--- src/rtl/motor_pkg.sv ---
// Shared constants, direction type and command decode for the wheel PWM drive.
package motor_pkg;

  localparam int unsigned PERIOD_CYCLES = 1_000_000;
  localparam int unsigned PULSE_FWD     = 100_000;
  localparam int unsigned PULSE_REV     = 50_000;
  localparam int unsigned PULSE_STOP    = 75_000;
  localparam int unsigned CNT_W         = 20;

  typedef enum logic [1:0] {
    STOP = 2'd0,
    FWD  = 2'd1,
    REV  = 2'd2
  } dir_t;

  // A conflicting request (both asserted) is treated as stop.
  function automatic dir_t decode_dir(input logic fwd, input logic bwd);
    case ({fwd, bwd})
      2'b10:   return FWD;
      2'b01:   return REV;
      default: return STOP;
    endcase
  endfunction

endpackage

--- src/rtl/motor_if.sv ---
// Command/output bundle of one wheel drive: direction requests in, PWM line out.
interface motor_if;
  logic forward;
  logic backward;
  logic signal;

  modport master (output forward, output backward, input signal);
  modport slave  (input forward, input backward, output signal);
endinterface

--- src/rtl/motor_pwm_gen.sv ---
// Free-running frame counter with a registered compare against the supplied width.
module pwm_gen
  import motor_pkg::*;
#(
  parameter int unsigned G_PERIOD = PERIOD_CYCLES,
  parameter int unsigned G_CNT_W  = CNT_W
) (
  input  logic               clk,
  input  logic               rst_n,
  input  logic [G_CNT_W-1:0] i_width,
  output logic               o_pwm,
  output logic               o_frame_end
);

  localparam logic [G_CNT_W-1:0] LAST = G_CNT_W'(G_PERIOD - 1);

  logic [G_CNT_W-1:0] r_cnt;
  logic               r_pwm;

  always_ff @(posedge clk) begin
    if (!rst_n) begin
      r_cnt <= '0;
      r_pwm <= 1'b0;
    end else begin
      r_cnt <= (r_cnt == LAST) ? '0 : r_cnt + G_CNT_W'(1);
      r_pwm <= (r_cnt < i_width);
    end
  end

  assign o_pwm       = r_pwm;
  assign o_frame_end = (r_cnt == LAST);

endmodule

--- src/rtl/motor_top.sv ---
// One wheel: decodes the direction command and latches the pulse width only at the
// frame boundary, so a mid-frame command change never produces a runt or stretched pulse.
module motor_top
  import motor_pkg::*;
#(
  parameter int unsigned G_PERIOD     = PERIOD_CYCLES,
  parameter int unsigned G_PULSE_FWD  = PULSE_FWD,
  parameter int unsigned G_PULSE_REV  = PULSE_REV,
  parameter int unsigned G_PULSE_STOP = PULSE_STOP,
  parameter int unsigned G_CNT_W      = CNT_W
) (
  input logic   clk,
  input logic   rst_n,
  motor_if.slave bus
);

  localparam logic [G_CNT_W-1:0] W_FWD  = G_CNT_W'(G_PULSE_FWD);
  localparam logic [G_CNT_W-1:0] W_REV  = G_CNT_W'(G_PULSE_REV);
  localparam logic [G_CNT_W-1:0] W_STOP = G_CNT_W'(G_PULSE_STOP);

  dir_t               w_dir;
  logic [G_CNT_W-1:0] w_width_next;
  logic [G_CNT_W-1:0] r_width;
  logic               w_frame_end;
  logic               w_pwm;

  assign w_dir = decode_dir(bus.forward, bus.backward);

  always_comb begin
    w_width_next = W_STOP;
    case (w_dir)
      FWD:     w_width_next = W_FWD;
      REV:     w_width_next = W_REV;
      default: w_width_next = W_STOP;
    endcase
  end

  always_ff @(posedge clk) begin
    if (!rst_n) begin
      r_width <= W_STOP;
    end else if (w_frame_end) begin
      r_width <= w_width_next;
    end
  end

  pwm_gen #(
    .G_PERIOD (G_PERIOD),
    .G_CNT_W  (G_CNT_W)
  ) u_pwm (
    .clk         (clk),
    .rst_n       (rst_n),
    .i_width     (r_width),
    .o_pwm       (w_pwm),
    .o_frame_end (w_frame_end)
  );

  assign bus.signal = w_pwm;

endmodule

--- src/flat_wrapper.sv ---
// flat-port wrapper written by rule: the top's interface ports become plain ports
module motor_top_flat import motor_pkg::*;
#(
  parameter int unsigned G_PERIOD     = PERIOD_CYCLES,
  parameter int unsigned G_PULSE_FWD  = PULSE_FWD,
  parameter int unsigned G_PULSE_REV  = PULSE_REV,
  parameter int unsigned G_PULSE_STOP = PULSE_STOP,
  parameter int unsigned G_CNT_W      = CNT_W
)
  (clk, rst_n, bus_forward, bus_backward, bus_signal);
  motor_if bus_i ();
  input logic clk;
  input logic rst_n;
  input wire logic [$bits(bus_i.forward)-1:0] bus_forward;
  input wire logic [$bits(bus_i.backward)-1:0] bus_backward;
  output wire logic [$bits(bus_i.signal)-1:0] bus_signal;
  assign bus_i.forward = bus_forward;
  assign bus_i.backward = bus_backward;
  assign bus_signal = bus_i.signal;
  motor_top #(.G_PERIOD(G_PERIOD), .G_PULSE_FWD(G_PULSE_FWD), .G_PULSE_REV(G_PULSE_REV), .G_PULSE_STOP(G_PULSE_STOP), .G_CNT_W(G_CNT_W)) u_core (.clk(clk), .rst_n(rst_n), .bus(bus_i));
endmodule
--- config.mk ---
export PLATFORM = sky130hd
export DESIGN_NAME = motor_top_flat
export DESIGN_NICKNAME = d
export VERILOG_FILES = /design/src/rtl/motor_pkg.sv /design/src/rtl/motor_if.sv /design/src/rtl/motor_pwm_gen.sv /design/src/rtl/motor_top.sv /design/src/flat_wrapper.sv
export SDC_FILE = /design/constraint.sdc
export NUM_CORES = 1
export LEC_CHECK = 0
export BUFFER_PORTS_ARGS = -buffer_cell sky130_fd_sc_hd__buf_4
export CORE_UTILIZATION = 35
export DETAILED_ROUTE_END_ITERATION = 10
export PLACE_DENSITY_LB_ADDON = 0.15
export SLEW_MARGIN = 0
export SYNTH_ARGS = -nofsm -noshare
export SYNTH_HDL_FRONTEND = slang
export SYNTH_SLANG_ARGS = --single-unit
--- constraint.sdc ---
create_clock -name clk -period 4.3 [get_ports clk]
set_input_delay 0.43 -clock clk [delete_from_list [all_inputs] [get_ports clk]]
set_output_delay 0.43 -clock clk [all_outputs]
set_load 0.03 [all_outputs]
==> results.tsv <==
metric	value	unit
status	complete, no violations	
setup.worst_path.class	flip-flop to flip-flop	
peakVddDrop	0.124	mV
synth_top_area_cell	dfxtp_1	
netlist_instances	167	
first_pass_iters	4	
cts.repair.resized	0	
cp_top_family	simple AND/OR/NAND/NOR gates	
yosys.area.top_type_share	35.2	%
place_hpwl	2.35	mm
final_util	40.2	%
nets	191	
postCtsSetupBuffers	0	
h-tree-depth	1	
grt_pass1_wl	5.27	mm
yosysWarnings	0	
ys_seq_area_share	35.2	%
clock_sinks	26	
crit_path_start_kind	flip-flop	
holdPathStages	2	
cp-end-kind	flip-flop	
vias	1186	
rsz0062_at_grt	no	
synth.most_common_cell	dfxtp_1	
worst_hold_slack	0.433	ns
crit_path_cell_trace	ha_1, nand4_4, or4_1, o21ai_4, nor2_1	
total_power	0.473	mW
postRouteAntennaNets	0	
path_buf_inv	0	
cpPeakStageDelay	0.68	ns
syn_nets	186	
avgSynthCellArea	8.86	um2
setup_viol	0	
drv_cap	0	
cts_tree	yes	
globalRouteOverflowTotal	0	
synthFlopType	dfxtp_1	
leakage	0.635	nW
cts_buffers	3	
cp_max_fo	19	
dieArea	4490	um2
synth_area	1480	um2
grt_pass1_vias	1127	
cp.required	4.45	ns
gp_congestion	0.759	
path_depth	5	
die_w	67.0	um
relSlewSlack	58.1	%
drv_slew	0	
timing.final.crit_share	51.9	%
ys_ff_latch	26	
worstMarginPinSlew	0.623	ns
regArea	520	um2
core-area	4030	um2
worstSetupStartpoint	u_core.u_pwm.r_cnt[0]$_SDFF_PP0_	
n_fill_cell	424	
synth_area_leaders	dfxtp_1 (35%), ha_1 (13%), xnor2_1 (5.3%), inv_1 (3.8%), nor2_1 (3.8%)	
antenna_found_initial	0	
postCtsHoldBufs	0	
grt.total_usage	16.1	%
routed_wl	3.06	mm
clk_path_buf_depth	2	
rr_startpoint	u_core.u_pwm.r_cnt[0]$_SDFF_PP0_	
clkTransAtPathRegs	0.10	ns
cp.arrival	2.39	ns
drc	0	
port_buffers	4	
yosysUniqueCellTypes	41	
wl_per_cell	13.9	um
clock_latency	0.28	ns
synth_edf_count	0	
grt_max_degree	20	
layout-drive-gt1-share	9.36	%
core.rowCount	23	
top_layer	met4	
wl_met1	1.46	mm
multi_input_area	878	um2
r2r_cells	5	
endpoint	u_core.u_pwm.r_cnt[12]$_SDFF_PP0_	
wl_met2	1.45	mm
finalHoldViolCount	0	
diodes	0	
area_growth	9.48	%
skew	0.00563	ns
power_density	292	nW/um2
cts-root-buf	clkbuf_8	
reg2reg_slack	2.07	ns
synthTopCellsByCount	dfxtp_1 (26), ha_1 (15), inv_1 (15), nor2_1 (15), nand2_1 (12)	
start_util	36.7	%
reg2reg_to	u_core.u_pwm.r_cnt[12]$_SDFF_PP0_	
first_iter_violations	47	
hold_class	primary input to flip-flop	
period_minus_slack	2.23	ns
ioPinCount	5	
wl_met3	70	um
fmax	448	MHz
tns	0	ns
synthArstFlopShare	0	%
via_per_inst	5.37	
slowest_stage	or4_1	
die_y	67.0	um
[per-stage QoR]
step / setup WS [ns] / instances / instance area [um2]
floorplan: 2.33 / 167 / 1480
global placement: 2.11 / 217 / 1550
detailed placement: 2.07 / 217 / 1550
CTS: 2.05 / 221 / 1620
global route: 1.90 / 221 / 1620
finish: 2.07 / 221 / 1620
[worst register-to-register path: stages, from the launching register on]
cell and delay (ns):
dfxtp_1 0.41, ha_1 0.27, nand4_4 0.14, or4_1 0.68
o21ai_4 0.50, nor2_1 0.11
[final cells by class]
cell class,instances,area share [%]
flip-flops and latches,26,32.1
clock buffers,3,2.55
inverters,15,3.48
repair buffers,4,1.85
multi-input cells,122,54.3
well taps,50,3.86
clock inverters,1,1.85
[worst min-delay path by stage]
| stage | from | endpoint |
|---|---|---|
| after floorplan | u_core.r_width[14]$_SDFFE_PN0P_ | u_core.r_width[14]$_SDFFE_PN0P_ |
| after global placement | u_core.r_width[15]$_SDFFE_PN0P_ | u_core.r_width[15]$_SDFFE_PN0P_ |
| after detailed placement | u_core.r_width[15]$_SDFFE_PN0P_ | u_core.r_width[15]$_SDFFE_PN0P_ |
| after CTS | rst_n | u_core.r_width[13]$_SDFFE_PN1P_ |
| after global routing | rst_n | u_core.r_width[13]$_SDFFE_PN1P_ |
| final | rst_n | u_core.r_width[13]$_SDFFE_PN1P_ |
[where the power goes]
part	switching (mW)	total (mW)	leakage (nW)	internal, mW
clock	0.0829	0.208	0.0357	0.125
sequential	0.00376	0.247	0.210	0.243
combinational	0.0109	0.0179	0.389	0.00702
total	0.0975	0.473	0.635	0.375
[state kept, by name, summed over array words and instances, names as in the netlist]
signal / cells
u_core.r_width: 5
u_core.u_pwm.o_pwm: 1
u_core.u_pwm.r_cnt: 20
[per-layer routing]
layer / vias up / global-route usage [%]
met5: - / 0
met4: 0 / 8.24
met3: 7 / 2.57
met2: 18 / 26.8
met1: 554 / 19.8
li1: 607 / -
[cell families after synthesis]
| family | share of synthesized area, % |
|---|---|
| DFF | 35.2 |
| and+or+nand+nor | 24.4 |
| adders and majority gates | 12.7 |
| xor gates and xnor gates | 7.11 |
| muxes | 2.03 |
| buffers and inverters | 5.41 |
| AOI/OAI and AO/OA | 13.2 |
[cells in the final DEF (no fill, tap or decap), types with 3 or more instances in the layout]
cell      count
buf_4         4
inv_1        15
xnor2_1       9
nor4_1        6
nand4_1       3
nand2_1      12
a21oi_1       8
nand3_1       6
o21ai_0       7
xor2_1        3
clkbuf_8      3
nor2_1       15
mux2i_1       3
ha_1         15
dfxtp_1      26
nor3_1        3
(Power assumes the default switching activity.)
